===== src/rtl/uart_tx_arbiter_if.sv =====
// Requester byte-stream bus and uart_tx start/done handshake shared by the arbiter.
interface uart_tx_arbiter_if #(
  parameter int NUM_REQ = 4
);
  logic [NUM_REQ-1:0]   req_valid;
  logic [8*NUM_REQ-1:0] req_data;
  logic [NUM_REQ-1:0]   req_last;
  logic [NUM_REQ-1:0]   req_ready;
  logic                 uart_tx_start;
  logic [7:0]           uart_tx_data;
  logic                 uart_tx_done;

  modport master (
    output req_valid, req_data, req_last, uart_tx_done,
    input  req_ready, uart_tx_start, uart_tx_data
  );

  modport slave (
    input  req_valid, req_data, req_last, uart_tx_done,
    output req_ready, uart_tx_start, uart_tx_data
  );
endinterface


===== src/rtl/uart_tx_arbiter.sv =====
// Round-robin arbiter sharing one uart_tx among NUM_REQ byte streams; a grant
// lasts a whole message, ending on last or after MAX_BYTES bytes.
module uart_tx_arbiter #(
  parameter int NUM_REQ   = 4,
  parameter int MAX_BYTES = 16
) (
  input  logic                       clk,
  input  logic                       rst,
  uart_tx_arbiter_if.slave           bus,
  output logic [$clog2(NUM_REQ)-1:0] grant_id,
  output logic                       busy,
  output logic                       msg_done,
  output logic                       msg_truncated
);
  localparam int ID_W  = $clog2(NUM_REQ);
  localparam int CNT_W = $clog2(MAX_BYTES + 1);

  typedef enum logic [2:0] {
    IDLE = 3'd0,
    LOAD = 3'd1,
    WAIT = 3'd2
  } state_t;

  state_t           state;
  logic [ID_W-1:0]  rr_ptr;
  logic [ID_W-1:0]  next_id;
  logic             any_valid;
  logic [CNT_W-1:0] byte_cnt;
  logic             last_q;
  logic             tx_start;
  logic [7:0]       tx_data;
  logic [NUM_REQ-1:0] ready;
  logic [7:0]       sel_byte;
  logic             sel_valid;
  logic             sel_last;

  function automatic logic [ID_W-1:0] wrap_idx(input logic [ID_W-1:0] base, input int off);
    int s;
    s = int'(base) + off;
    if (s >= NUM_REQ) s = s - NUM_REQ;
    return ID_W'(s);
  endfunction

  // Scan from farthest to nearest offset so the nearest valid index after rr_ptr wins.
  always_comb begin
    next_id   = rr_ptr;
    any_valid = 1'b0;
    for (int k = NUM_REQ; k >= 1; k--) begin
      if (bus.req_valid[wrap_idx(rr_ptr, k)]) begin
        next_id   = wrap_idx(rr_ptr, k);
        any_valid = 1'b1;
      end
    end
  end

  always_comb begin
    ready = '0;
    for (int i = 0; i < NUM_REQ; i++) begin
      ready[i] = (state == LOAD) && (grant_id == ID_W'(i));
    end
  end

  assign sel_byte  = bus.req_data[{grant_id, 3'b000} +: 8];
  assign sel_valid = bus.req_valid[grant_id];
  assign sel_last  = bus.req_last[grant_id];

  assign bus.req_ready     = ready;
  assign bus.uart_tx_start = tx_start;
  assign bus.uart_tx_data  = tx_data;
  assign busy              = (state != IDLE);

  always_ff @(posedge clk or posedge rst) begin
    if (rst) begin
      state         <= IDLE;
      rr_ptr        <= ID_W'(NUM_REQ - 1);
      grant_id      <= '0;
      byte_cnt      <= '0;
      last_q        <= 1'b0;
      tx_start      <= 1'b0;
      tx_data       <= '0;
      msg_done      <= 1'b0;
      msg_truncated <= 1'b0;
    end else begin
      msg_done      <= 1'b0;
      msg_truncated <= 1'b0;
      case (state)
        IDLE: begin
          if (any_valid) begin
            grant_id <= next_id;
            byte_cnt <= '0;
            state    <= LOAD;
          end
        end
        LOAD: begin
          if (sel_valid) begin
            tx_data  <= sel_byte;
            tx_start <= 1'b1;
            byte_cnt <= byte_cnt + CNT_W'(1);
            last_q   <= sel_last;
            state    <= WAIT;
          end
        end
        WAIT: begin
          tx_start <= 1'b0;
          if (bus.uart_tx_done) begin
            // last takes precedence when it coincides with the byte cap.
            if (last_q) begin
              msg_done <= 1'b1;
              rr_ptr   <= grant_id;
              state    <= IDLE;
            end else if (byte_cnt == CNT_W'(MAX_BYTES)) begin
              msg_truncated <= 1'b1;
              rr_ptr        <= grant_id;
              state         <= IDLE;
            end else begin
              state <= LOAD;
            end
          end
        end
        default: begin
          tx_start <= 1'b0;
          state    <= IDLE;
        end
      endcase
    end
  end
endmodule


===== src/flat_wrapper.sv =====
// flat-port wrapper written by rule: the top's interface ports become plain ports
module uart_tx_arbiter_flat 
#(
  parameter int NUM_REQ   = 4,
  parameter int MAX_BYTES = 16
)
  (clk, rst, grant_id, busy, msg_done, msg_truncated, bus_req_valid, bus_req_data, bus_req_last, bus_uart_tx_done, bus_req_ready, bus_uart_tx_start, bus_uart_tx_data);
  uart_tx_arbiter_if #(.NUM_REQ(NUM_REQ)) bus_i ();
  input  logic clk;
  input  logic rst;
  output logic [$clog2(NUM_REQ)-1:0] grant_id;
  output logic busy;
  output logic msg_done;
  output logic msg_truncated;
  input wire logic [$bits(bus_i.req_valid)-1:0] bus_req_valid;
  input wire logic [$bits(bus_i.req_data)-1:0] bus_req_data;
  input wire logic [$bits(bus_i.req_last)-1:0] bus_req_last;
  input wire logic [$bits(bus_i.uart_tx_done)-1:0] bus_uart_tx_done;
  output wire logic [$bits(bus_i.req_ready)-1:0] bus_req_ready;
  output wire logic [$bits(bus_i.uart_tx_start)-1:0] bus_uart_tx_start;
  output wire logic [$bits(bus_i.uart_tx_data)-1:0] bus_uart_tx_data;
  assign bus_i.req_valid = bus_req_valid;
  assign bus_i.req_data = bus_req_data;
  assign bus_i.req_last = bus_req_last;
  assign bus_i.uart_tx_done = bus_uart_tx_done;
  assign bus_req_ready = bus_i.req_ready;
  assign bus_uart_tx_start = bus_i.uart_tx_start;
  assign bus_uart_tx_data = bus_i.uart_tx_data;
  uart_tx_arbiter #(.NUM_REQ(NUM_REQ), .MAX_BYTES(MAX_BYTES)) u_core (.clk(clk), .rst(rst), .bus(bus_i), .grant_id(grant_id), .busy(busy), .msg_done(msg_done), .msg_truncated(msg_truncated));
endmodule

===== config.mk =====
export PLATFORM = sky130hd
export DESIGN_NAME = uart_tx_arbiter_flat
export DESIGN_NICKNAME = d
export VERILOG_FILES = /design/src/rtl/uart_tx_arbiter_if.sv /design/src/rtl/uart_tx_arbiter.sv /design/src/flat_wrapper.sv
export SDC_FILE = /design/constraint.sdc
export NUM_CORES = 1
export LEC_CHECK = 0
export CAP_MARGIN = 20
export CORE_MARGIN = 5
export CORE_UTILIZATION = 53
export CTS_CLUSTER_DIAMETER = 100
export DETAILED_ROUTE_END_ITERATION = 12
export DONT_BUFFER_PORTS = 1
export PLACE_DENSITY = 0.7
export SKIP_CTS_REPAIR_TIMING = 1
export SLEW_MARGIN = 20
export SYNTH_ARGS = -nofsm -noshare
export SYNTH_HDL_FRONTEND = slang
export SYNTH_SLANG_ARGS = --single-unit

===== constraint.sdc =====
create_clock -name clk -period 2.6 [get_ports clk]
set_clock_uncertainty 0.2 [all_clocks]
set_input_delay 0.26 -clock clk [delete_from_list [all_inputs] [get_ports clk]]
set_output_delay 0.26 -clock clk [all_outputs]
set_load 0.1 [all_outputs]

# After elaboration in Yosys (flattened, before gate mapping)
# Cells that the tools add are included.
[classes]
addsub = 9
mux = 44
order_cmp = 9
n_shift = 1
n_mul = 0
reduce_logical = 15
div = 0
bitwise = 1
eq_ne = 9
[ops]
columns = ["op", "n"]
rows = [
  ["indexed part select 32 x 6 -> 8 bit", 1],
  ["two-way mux 2 bit", 10],
  ["two-way mux 1 bit", 19],
  ["< comparator 2 x 3 -> 1 bit, second input constant", 5],
  ["binary-select mux 1 bit (select 2 bit)", 6],
  ["two-way mux 3 bit", 4],
  ["two-way mux 5 bit", 2],
  ["one-hot mux 5 bit (2 select lines)", 1],
  [">= comparator 3 bit, second input constant", 3],
  ["one-hot mux 3 bit (3 select lines)", 1],
  ["AND reduction 3 bit", 3],
  ["subtractor 2 x 1 -> 2 bit, second input constant", 4],
  ["adder 2 x 2 -> 3 bit, second input constant", 2],
  ["AND reduction 2 bit", 3],
  ["adder 5 x 1 -> 5 bit, second input constant", 1],
  ["== test 5 bit, second input constant", 1],
  ["adder 2 x 3 -> 4 bit, second input constant", 1],
  ["== test 2 bit, second input constant", 2],
  [">= comparator 4 x 3 -> 1 bit, second input constant", 1],
  ["logical AND 1 bit", 4],
  ["!= test 2 x 1 -> 1 bit, second input constant", 2],
  ["nonzero test 2 bit", 2],
  ["adder 2 x 1 -> 3 bit, second input constant", 1],
  ["== test 3 x 1 -> 1 bit, second input constant", 1],
  ["8 further kinds", 8],
]
[word_totals]
ramBits = 0
regBits = 24
inputBits = 43
romBits = 0
memories = 0
wordCells = 97
latch_bits = 0
out_inout_bits = 18

# Depth between registers and ports, before layout
# Gate-level depths: netlist (run 1).
[depth]
depth_word = 11
depth_mapped = 6
ltp_nobuf = 6

# Least setup slack after synthesis (run 1)
# No wires, ideal clock.
[synth_timing]
path_type = "reg-to-output"
from = "register u_core.grant_id[0]"
to = "output bus_req_ready[3]"
t_arrival_ns = 2.801
n_path_buf = 2
required_time_ns = 2.140
path_stages_with_launch = 5
path_slack_ns = -0.661
path_cell_list = "dfrtp_1 -> buf_4 -> buf_2 -> inv_1 -> nor2_1"
[synth_via]
elab_chain_len = 2
[synth_lines]
columns = ["element", "line_no", "text"]
rows = [
  ["start, declared", "uart_tx_arbiter.sv:10", "output logic [$clog2(NUM_REQ)-1:0] grant_id,"],
  ["start signal, assigned", "uart_tx_arbiter.sv:89", "grant_id <= next_id;"],
  ["== test 2 bit", "uart_tx_arbiter.sv:59", "ready[i] = (state == LOAD) && (grant_id == ID_W'(i));"],
  ["logical AND 1 bit", "uart_tx_arbiter.sv:59", ""],
  ["end, declared", "flat_wrapper.sv:19", "output wire logic [$bits(bus_i.req_ready)-1:0] bus_req_ready;"],
]
# Every way passes these cells.

# Worst setup path after layout (run 1)
# Same ends and word-level chain as after synthesis.

==> results of run 1 <==
## layout make-up
type | count | share of cell area, %
multi-input cells | 95 | 46.9
flip-flops and latches | 23 | 37.7
repair buffers | 12 | 9.44
well taps | 30 | 2.44
inverters | 7 | 1.71
clock buffers | 3 | 1.46
clock inverters | 1 | 0.325
## cell usage in the layout, fill, tap and decap left out, types with 2 or more instances in the layout
master         count
nand2b_1           3
buf_4              6
nor2_1             3
clkbuf_4           3
nand2_1           33
mux4_2             9
mux2i_1            3
dlygate4sd3_1      2
nand3_1            2
a21oi_1            3
nor2b_1            2
dfstp_2            2
inv_1              7
o21ai_0            9
o21bai_1           2
nor2_2             2
dfrtp_1           20
mux2_2             2
ha_1               2
buf_12             4
## final timing paths
path | from | end | cells past startpoint
max | u_core.grant_id[0]$_DFFE_PP0P_ | bus_req_ready[3] | 4
min | bus_req_valid[0] | u_core.grant_id[1]$_DFFE_PP0P_ | 3
max reg2reg | u_core.grant_id[1]$_DFFE_PP0P_ | u_core.last_q$_DFFE_PP0P_ | 4
min reg2reg | u_core.byte_cnt[3]$_DFFE_PP0P_ | u_core.byte_cnt[3]$_DFFE_PP0P_ | 1
max in group asynchronous | rst | u_core.grant_id[0]$_DFFE_PP0P_ | 2
min in group asynchronous | rst | u_core.grant_id[1]$_DFFE_PP0P_ | 2
## critical path: stages, from the launching register on
cell and delay [ns]:
dfrtp_2 0.41, buf_4 0.43, inv_1 0.16, nor2_2 0.18, buf_12 0.19
## metrics by stage
step | area (sq um) | cells | setup TNS (ns) | hold WS, ns | utilization (%)
2_1_floorplan | 1360 | 131 | -0.221 | 0.0604 | -
3_3_place_gp | 1490 | 165 | 0 | 0.171 | 60.7
3_5_place_dp | 1490 | 165 | 0 | 0.175 | 60.7
4_1_cts | 1520 | 169 | 0 | -0.175 | 61.8
5_1_grt | 1540 | 171 | 0 | 0.0491 | 62.6
6_report | 1540 | 171 | 0 | 0.0219 | 62.6
## per-layer routing
layer | GRT usage, % | up-vias | part of all wire [%]
met1 | 21.9 | 482 | 37
met2 | 32.8 | 43 | 52
met3 | 3.83 | 6 | 8.7
met5 | 0 | - | 0
met4 | 8.36 | 0 | 1.9
li1 | - | 479 | -
## flip-flops by register name, summed over array words and instances (netlist names)
signal / count
u_core.byte_cnt: 5
u_core.bus.uart_tx_data: 8
u_core.last_q: 1
u_core.bus.uart_tx_start: 1
u_core.msg_truncated: 1
u_core.rr_ptr: 2
u_core.state: 2
u_core.grant_id: 2
u_core.msg_done: 1
## logic make-up after synthesis
group | Yosys count | synth area share (%)
simple gates | 58 | 21.5
flops | 23 | 42.6
compound gates | 21 | 10.6
mux | 14 | 18.8
buf+inv | 13 | 4.61
fa+ha+maj | 2 | 1.84
==> metrics.txt, run 1 <==
Num CTS Buffers=3; clk root buf=clkbuf_4; Remaining Overflow, GRT=0; Setup WS post-layout=0.463 ns; die area=3670 sq um; CTS clk-pin slew, worst paths=0.14 ns; area grow syn2layout=13.4%; footprint of the multi-input gates=722 sq um; RSZ-0062 raised after global routing=false; DR WL/cell=19.1 microns; fin crit period=2.14 ns; area share of the largest cell type after synthesis=38.7%; die height=60.6 microns; 1st-pass router iterations=4; Mapped Cells=131; Tcrit/Tclk final=82.2%; Final HPWL DP=2.55 mm; Final Wtd Congestion=0.764; Post-synth EDFFs=0; Startpoint Class=register; worst path arrival time=1.68 ns; initial DRC count=28; final setup fails=0; Ys Warns=0; Hold Crit Class=in -> reg; area leader, netlist=dfrtp_1; commonest cells in the netlist=33 x nand2_1, 21 x dfrtp_1, 9 x mux4_2, 9 x o21ai_0, 7 x inv_1; WS Path Type=reg -> out; sequential area share after synthesis=42.6%; Netlist cell types=37; Async SR Flop Fraction=100%; Tot GR Track Use=18.7%; layout cell share with drive strength beyond 1=25.5%; core area=2450 sq um; crit path capture type=primary output; Area contributors post-synth=dfrtp_1 39%, mux4_2 15%, nand2_1 9.1%, dfstp_2 3.9%, o21ai_0 3.3%; # diodes=0; Clock Path Buffers=2; CP Max Fanout=14; pre-CTS WS=0.687 ns; Layout Nets=187; Final Hold Viols=0; Seq. cell area=579 sq um; initial antenna violation count=0; DR vias=1010; DRC Markers=0; largest net degree at the start of global routing=24; status=finished clean; Filler cells=208; Final Max Tran Viols=0; Main synth FF type=dfrtp_1; DR vias/cell=5.91; worst skew pair latency=0.32 ns; post-route ant nets=0; R2R Setup Slk=0.66 ns; # clock sinks=23; TritonCTS clock tree=built; Least-Margin Pin Slew=0.919 ns; slew margin rel.=38.7%; Max Clk Rate=0.468 GHz; syn_nets=176; most frequent cell after synthesis=nand2_1; mean post-synth cell area=10.4 sq um; H-tree depth=1; Seq cells post-synth=23; Die W=60.6 microns; number of global-route vias before repair=1066; Rows=18; Initial Util=55.2%; max cap viols=0; Netlist Area Pre-Place=1360 sq um; IO Port Bufs=0; Critical Path RT=2.14 ns; IO Count=61; Routed WL=3.26 mm; first-pass GRT wire length=5.03 mm
Power of run 1 is left out: the tool's default activity adds up to more than one toggle a clock period on the data nets, which glitch-free logic cannot reach.
==> run 2, diff against run 1 <==
Settings changed: PLACE_DENSITY 0.7 to 0.73.
Clock period 2.6 ns to 1.9 ns, I/O delays scaled along.
==> metrics.txt, run 2 (synthesis results as in run 1) <==
status=complete, but fails checks; failing checks=negative hold slack, negative setup slack; Final Max Tran Viols=0 (unchanged); H-tree depth=1 (unchanged); Num CTS Buffers=3 (unchanged); clk root buf=clkbuf_4; DR vias/cell=5.82 (-1.5%); met1 Use GR=23.1% (+1.2 points); IO Count=61 (unchanged); Hold Crit Class=in -> reg; Least-Margin Pin Slew=0.529 ns (-0.390 ns); initial DRC count=49 (+75%); CP Max Fanout=7 (-7); Tot GR Track Use=19.1% (+0.38 points); Initial Util=55.2% (unchanged); largest net degree at the start of global routing=15 (-38%); Max stage delay cell, worst path=dfrtp_4; final setup fails=2 (+2); layout cell share with drive strength beyond 1=36.8% (+11 points); crit path capture type=primary output; # diodes=0 (unchanged); worst skew pair latency=0.31 ns (about the same); core area=2450 sq um (unchanged); crit path cell chain=nor3b_4 -> and2_4; Clock Path Buffers=2 (unchanged); DR WL/cell=18.1 microns (-5.0%); TritonCTS clock tree=built; Final HPWL DP=2.80 mm (+9.9%); initial antenna violation count=0 (unchanged); first-pass GRT wire length=5.29 mm (+5.2%); Max Clk Rate=0.524 GHz; commonest non-fill, non-tap cell in the layout=nand2_1; most frequent cells in the layout=33 x nand2_1, 23 x buf_4, 17 x dfrtp_1; die area=3670 sq um (unchanged); Largest register FFs=8 (unchanged); Routed WL=3.50 mm (+7.2%); Buf/Inv on CP=0 (-3); number of global-route vias before repair=1143 (+7.2%); hold path start=bus_req_valid[0]; Critical Path Start=u_core.grant_id[1]$_DFFE_PP0P_; Layout Nets=209 (+12%); Tcrit/Tclk final=100%; Final Wtd Congestion=0.905 (+18%); max cap viols=0 (unchanged); pre-CTS WS=0.0556 ns (-0.632 ns); die height=60.6 microns (unchanged); fin crit period=1.91 ns; WS Path Type=reg -> out; GR peak layer=met2; DRC Markers=0 (unchanged); slew margin rel.=64.7% (+26 points); Remaining Overflow, GRT=0 (unchanged); worst path arrival time=1.52 ns (-0.16 ns); Fin Hold WS=-0.0396 ns (-0.0614 ns); area grow syn2layout=28.9%; post-route ant nets=0 (unchanged); CTS clk-pin slew, worst paths=0.14 ns (about the same); slowest stage delay, CP=0.56 ns (+0.13 ns); Die W=60.6 microns (unchanged); reg-to-reg startpoint=u_core.grant_id[0]$_DFFE_PP0P_; # clock sinks=23 (unchanged); Global Route met2 Usage=34.0% (+1.2 points); Critical Path RT=1.51 ns (-0.63 ns); Rows=18 (unchanged); Startpoint Class=register; met3 Track Usage GR=4.89% (+1.1 points); Final Hold Viols=4 (+4); Setup WS post-layout=-0.00664 ns (-0.469 ns); IO Port Bufs=0 (unchanged); DR vias=1123 (+11%); top cell family by delay on the critical path=simple AND/OR/NAND/NOR gates; 1st-pass router iterations=6 (+2); RSZ-0062 raised after global routing=true
run 2: final timing paths:
kind	cells after the start	slack, ns	endpoint
max reg2reg	5	0	u_core.byte_cnt[4]$_DFFE_PP0P_
max	2	-0.007	bus_req_ready[0]
min reg2reg	2	0.29	u_core.bus.uart_tx_data[0]$_DFFE_PP0P_
max in group asynchronous	3	0.82	u_core.bus.uart_tx_data[3]$_DFFE_PP0P_
min in group asynchronous	2	0.13	u_core.grant_id[1]$_DFFE_PP0P_
min	3	-0.04	u_core.grant_id[1]$_DFFE_PP0P_
run 2: area by class of cell:
type	instances	area [sq um]
Fill cell	169	707
Multi-Input combinational cell	95	751
Clock buffer	3	22.5
Timing Repair Buffer	34	315
Tap cell	30	37.5
Sequential cell	23	588
Clock inverter	1	7.51
Inverter	7	26.3
run 2: per-stage QoR:
stage	util (%)	setup TNS [ns]	area [sq um]	std cells
after floorplan	-	-0.280	1390	131
after global placement	65.5	0	1610	180
after detailed placement	65.5	0	1610	180
after CTS	66.8	-0.311	1640	184
after global routing	71.2	-0.172	1750	193
final	71.2	-0.0100	1750	193
run 2: worst reg2reg max path, cell delays in order (launching register included):
cell	delay [ns]
dfrtp_4	0.52
mux2_2	0.39
a2bb2oi_2	0.28
buf_4	0.19
o21ai_0	0.11
a21boi_1	0.14
run 2: layer usage:
layer,share of wire (%),routed length [microns]
met1,38,1320
met2,54,1880
met3,7.6,267
met4,0.94,33
met5,0,0
Power of run 2 is left out for the same reason.
